**src/rtl/regfile_scoreboard.sv**
```systemverilog
// Integer register file with optional zero register and writeback bypass,
// plus per-register pending-write counters for RAW hazard detection at issue.
module regfile_scoreboard #(
  parameter int XLEN     = 32,
  parameter int AW       = 5,
  parameter int CNT_W    = 2,
  parameter int ZERO_REG = 1,
  parameter int BYPASS   = 1
) (
  input  logic              clk,
  input  logic              rst,
  input  logic [AW-1:0]     rs1_addr,
  input  logic [AW-1:0]     rs2_addr,
  output logic [XLEN-1:0]   rs1_data,
  output logic [XLEN-1:0]   rs2_data,
  output logic              rs1_busy,
  output logic              rs2_busy,
  input  logic              issue_en,
  input  logic [AW-1:0]     issue_rd,
  output logic              issue_ready,
  input  logic              wb_en,
  input  logic [AW-1:0]     wb_addr,
  input  logic [XLEN-1:0]   wb_data,
  input  logic              flush,
  output logic [2**AW-1:0]  busy_vec,
  output logic              err_underflow
);

  localparam int NREGS = 2 ** AW;
  localparam logic [CNT_W-1:0] CNT_MAX = {CNT_W{1'b1}};
  localparam logic [CNT_W-1:0] CNT_ONE = CNT_W'(1);
  localparam logic [CNT_W-1:0] CNT_ZERO = {CNT_W{1'b0}};

  logic [XLEN-1:0]  regs_r [NREGS];
  logic [CNT_W-1:0] cnt_r  [NREGS];
  logic             err_r;
  logic             issue_ready_s;

  function automatic logic writable(input logic [AW-1:0] a);
    return !((ZERO_REG != 0) && (a == {AW{1'b0}}));
  endfunction

  function automatic logic [XLEN-1:0] read_port(input logic [AW-1:0] a,
                                                input logic [XLEN-1:0] stored,
                                                input logic w_en, input logic [AW-1:0] w_addr,
                                                input logic [XLEN-1:0] w_data);
    if (!writable(a)) return {XLEN{1'b0}};
    else if ((BYPASS != 0) && w_en && (w_addr == a)) return w_data;
    else return stored;
  endfunction

  // A retiring write to the last pending producer clears the hazard in the same cycle.
  function automatic logic busy_port(input logic [AW-1:0] a, input logic [CNT_W-1:0] cnt,
                                     input logic w_en, input logic [AW-1:0] w_addr);
    if (!writable(a)) return 1'b0;
    else if ((BYPASS != 0) && w_en && (w_addr == a) && (cnt != CNT_ZERO)) return cnt != CNT_ONE;
    else return cnt != CNT_ZERO;
  endfunction

  // Read ports and hazard flags.
  always_comb begin
    rs1_data = read_port(rs1_addr, regs_r[rs1_addr], wb_en, wb_addr, wb_data);
    rs2_data = read_port(rs2_addr, regs_r[rs2_addr], wb_en, wb_addr, wb_data);
    rs1_busy = busy_port(rs1_addr, cnt_r[rs1_addr], wb_en, wb_addr);
    rs2_busy = busy_port(rs2_addr, cnt_r[rs2_addr], wb_en, wb_addr);
  end

  // Issue stalls only when the destination counter is saturated.
  always_comb begin
    if (!writable(issue_rd)) issue_ready_s = 1'b1;
    else if (flush) issue_ready_s = 1'b1;
    else if (cnt_r[issue_rd] != CNT_MAX) issue_ready_s = 1'b1;
    else issue_ready_s = 1'b0;
  end

  // Busy vector mirrors counter state.
  always_comb begin
    for (int i = 0; i < NREGS; i++) begin
      busy_vec[i] = cnt_r[i] != CNT_ZERO;
    end
  end

  assign issue_ready   = issue_ready_s;
  assign err_underflow = err_r;

  // Register array storage.
  always_ff @(posedge clk or negedge rst) begin
    if (!rst) begin
      for (int i = 0; i < NREGS; i++) regs_r[i] <= {XLEN{1'b0}};
    end else if (wb_en && writable(wb_addr)) begin
      regs_r[wb_addr] <= wb_data;
    end
  end

  // Pending-write counters; flush overrides both increment and decrement.
  always_ff @(posedge clk or negedge rst) begin
    if (!rst) begin
      for (int i = 0; i < NREGS; i++) cnt_r[i] <= CNT_ZERO;
    end else begin
      for (int i = 0; i < NREGS; i++) begin
        logic inc_s, dec_s;
        inc_s = issue_en && issue_ready_s && (issue_rd == AW'(i)) && writable(AW'(i)) && !flush;
        dec_s = wb_en && (wb_addr == AW'(i)) && writable(AW'(i)) && (cnt_r[i] != CNT_ZERO);
        if (flush) cnt_r[i] <= CNT_ZERO;
        else if (inc_s && !dec_s) cnt_r[i] <= cnt_r[i] + CNT_ONE;
        else if (dec_s && !inc_s) cnt_r[i] <= cnt_r[i] - CNT_ONE;
        else cnt_r[i] <= cnt_r[i];
      end
    end
  end

  // Sticky flag for a writeback with no pending producer.
  always_ff @(posedge clk or negedge rst) begin
    if (!rst) begin
      err_r <= 1'b0;
    end else if (wb_en && writable(wb_addr) && (cnt_r[wb_addr] == CNT_ZERO) && !flush) begin
      err_r <= 1'b1;
    end else begin
      err_r <= err_r;
    end
  end

endmodule

```
**config.mk**
```make
export PLATFORM = sky130hd
export DESIGN_NAME = regfile_scoreboard
export DESIGN_NICKNAME = d
export VERILOG_FILES = /design/src/rtl/regfile_scoreboard.sv
export SDC_FILE = /design/constraint.sdc
export NUM_CORES = 2
export LEC_CHECK = 0
export BUFFER_PORTS_ARGS = -buffer_cell sky130_fd_sc_hd__buf_2
export CAP_MARGIN = 20
export CORE_AREA = 5 5 365 367
export CTS_BUF_LIST = sky130_fd_sc_hd__clkbuf_8
export DETAILED_ROUTE_END_ITERATION = 16
export DIE_AREA = 0 0 370 372
export PLACE_DENSITY_LB_ADDON = 0.05
export SYNTH_ARGS = -nofsm -noshare
export SYNTH_HDL_FRONTEND = slang
export SYNTH_SLANG_ARGS = --single-unit
```
**constraint.sdc**
```tcl
create_clock -name clk -period 3 [get_ports clk]
set_input_delay 0.45 -clock clk [delete_from_list [all_inputs] [get_ports clk]]
set_output_delay 0.45 -clock clk [all_outputs]
set_load 0.03 [all_outputs]
```
==> out/qor.yml <==
synthMuxAreaShare: 0.439
fp.dieW_um: 370
cts_tree: "built"
seqPwrFrac: 0.438
synth_top_family_by_area: "multiplexers"
rsz0062_at_grt: "true"
synthXorXnorAreaFrac: 0.00362
clockBufferDepth: 3
port_buffers: 155
critPathLaunchType: "flop"
start_util: 0.468
synth_compound_area_frac: 0.0236
holdPathStages: 4
avgSynthCellArea_um2: 14.6
synthArstFlopShare: 1.00
ant_nets: 0
ys_ff_latch: 1087
finalCritPeriodShare: 1.14
post-route-util: 0.558
end_kind: "primary output"
ys_seq_area_frac: 0.450
vias: 40232
fin_ws_ns: -0.434
total_power_w: 0.0438
avgViaCountPerCell: 6.30
p_int_w: 0.0312
synthDistinctLibCells: 64
synth_common_cells: "dfrtp_1, mux2_2, mux4_2"
wl_met2_um: 95900
cellPowerDensity_mw_per_mm2: 607
critPathRequiredTime_ns: 2.55
cts.sinks: 1087
gr-total-overflow: 0
drt_iter0_markers: 3362
yosysTopAreaCell: "dfrtp_1"
comb_power_share: 0.237
final-setup-viol-count: 67
ir_worst_vdd_v: 0.000373
cap_violations: 0
synth_area_mm2: 0.0605
rows: 132
rr_worst_depth: 15
cts_max_level: 4
grt_pass1_vias: 41788
routabilityCongestion: 0.826
synthFlopType: "dfrtp_1"
grt_max_degree: 99
core_mm2: 0.129
power.share.clock: 0.325
grt_util_all_layers: 0.291
synth_area_leaders: "dfrtp_1, mux4_2, mux2_2"
yosys_warnings: 0
post-route-drc-count: 0
switchingPower_w: 0.0126
yosysTopAreaCellShare: 0.450
clkTransAtPathRegs_ns: 0.06
pin_count: 157
routedWlPerCell_um: 30.9
clockRootBuffer: "clkbuf_8"
dpl.hpwl_um: 122000
outcome: "complete, but fails checks"
yosysMostFrequentCell: "dfrtp_1"
worst_pin_slew_ns: 0.980
final_hold_viol_count: 0
dr.pass1.iters: 5
grt_pass1_wl_um: 292000
top_layer: "met5"
finalWorstPathRequiredPeriod_ns: 3.43
whs_ns: 0.115
slew_headroom: 0.342
synth_nets: 4203
fin_skew_ns: 0.0313
clkLatencyLatePin_ns: 0.92
p_sw_frac: 0.288
antenna_found_initial: 4
worstSetupPathType: "flop to primary output"
min_path_type: "input port to flop"
synth_fa_ha_area_frac: 0
fmax_mhz: 291
wl_met1_um: 83200
synthCells: 4146
cellLeakagePower_nw: 31.7
cts_buffers: 197
area_growth_pct: 19.2
die_area_mm2: 0.138
slew_viol_final: 0
worstPathMaxFanout: 3
wl_met3_um: 13000
die_h_um: 372
synth-edff-count: 0
violations: "negative setup slack"
synth_simple_gate_area_frac: 0.0513
drive_above_1_share: 0.572
arrival_ns: 2.98
nNetsFinal: 4559
wirelength_um: 198000
metal layers:
layer,vias to the layer above,global-route usage
li1,16606,-
met1,21910,0.403
met2,1406,0.470
met3,308,0.0566
met4,2,0.0916
met5,-,0
sequential cells by signal (all words and copies together), names as in the netlist:
name / cells
regs_r: 1024
cnt_r: 62
err_underflow: 1
logic make-up (layout without fill, tap and decap cells):
family,Yosys count,after routing
muxes,1670,1670
DFF,1087,1087
and+or+nand+nor,677,677
buffers and inverters,474,974
AOI/OAI and AO/OA,212,212
xor gates and xnor gates,25,25
other,1,3
critical path, cell delays in order (launching register included):
cell and delay [ns]:
dfrtp_2 0.45, mux4_2 0.46, mux4_2 0.61, a211oi_4 0.32, a21oi_4 0.08, buf_6 0.15
cells in the final DEF, fill, tap and decap left out, drive strengths merged, types with 12 or more instances in the layout:
cell type       n
dfrtp        1087
mux2          902
mux4          694
buf           580
nand2         341
clkbuf        247
nor2          129
a211oi         79
inv            78
mux2i          74
a21oi          67
dlygate4sd3    36
or2            33
clkinv         28
nor3b          26
nand3          26
nor3           25
o21ai          23
xor2           22
nand2b         21
nor2b          15
nand4          12
area by class of cell:
cell class	count	area [µm²]
fillers	10629	57000
multi-input cells	2585	32300
flip-flops and latches	1087	27200
repair buffers	616	6380
clock buffers	247	3400
well taps	1742	2180
clock inverters	96	558
inverters	15	56.3
diodes	2	5.00
power groups by stage:
stage	combinational, W	clock (W)	sequential, W
floorplan	0.00718	0	0.0187
global placement	0.00965	0	0.0193
detailed placement	0.00981	0	0.0193
CTS	0.0103	0.0146	0.0191
global route	0.0111	0.0153	0.0195
finish	0.0104	0.0142	0.0192
path summary, 6_finish.rpt:
| kind | slack [ns] | start | to |
|---|---|---|---|
| setup reg to reg | 0.16 | cnt_r[40] | cnt_r[55] |
| setup / recovery | -0.43 | cnt_r[38] | rs1_busy |
| min in group asynchronous | 0.17 | rst | cnt_r[12] |
| hold / removal | 0.12 | wb_data[28] | regs_r[156] |
| hold reg to reg | 0.39 | regs_r[1004] | regs_r[1004] |
| max in group asynchronous | 1.75 | rst | regs_r[884] |
metrics by stage:
stage,cells,setup slack [ns],TNS (ns),instance area [µm²]
2_1_floorplan,4146,-0.0656,-1.97,60500
3_3_place_gp,5971,-0.609,-14.00,66500
3_5_place_dp,5971,-0.551,-13.24,66500
4_1_cts,6390,-0.502,-23.74,71900
5_1_grt,6389,-0.501,-23.69,72100
6_report,6390,-0.434,-16.34,72100
timing repair:
action                                 in CTS  in global routing
hold buffers                               36                  0
pin swaps                                  46                 26
gates resized for setup                   211                 36
setup endpoints to repair                  67                 70
buffers inserted                           52                  8
endpoints found under the hold margin     200                  0
No activity file was read; power rests on OpenSTA's default activity.
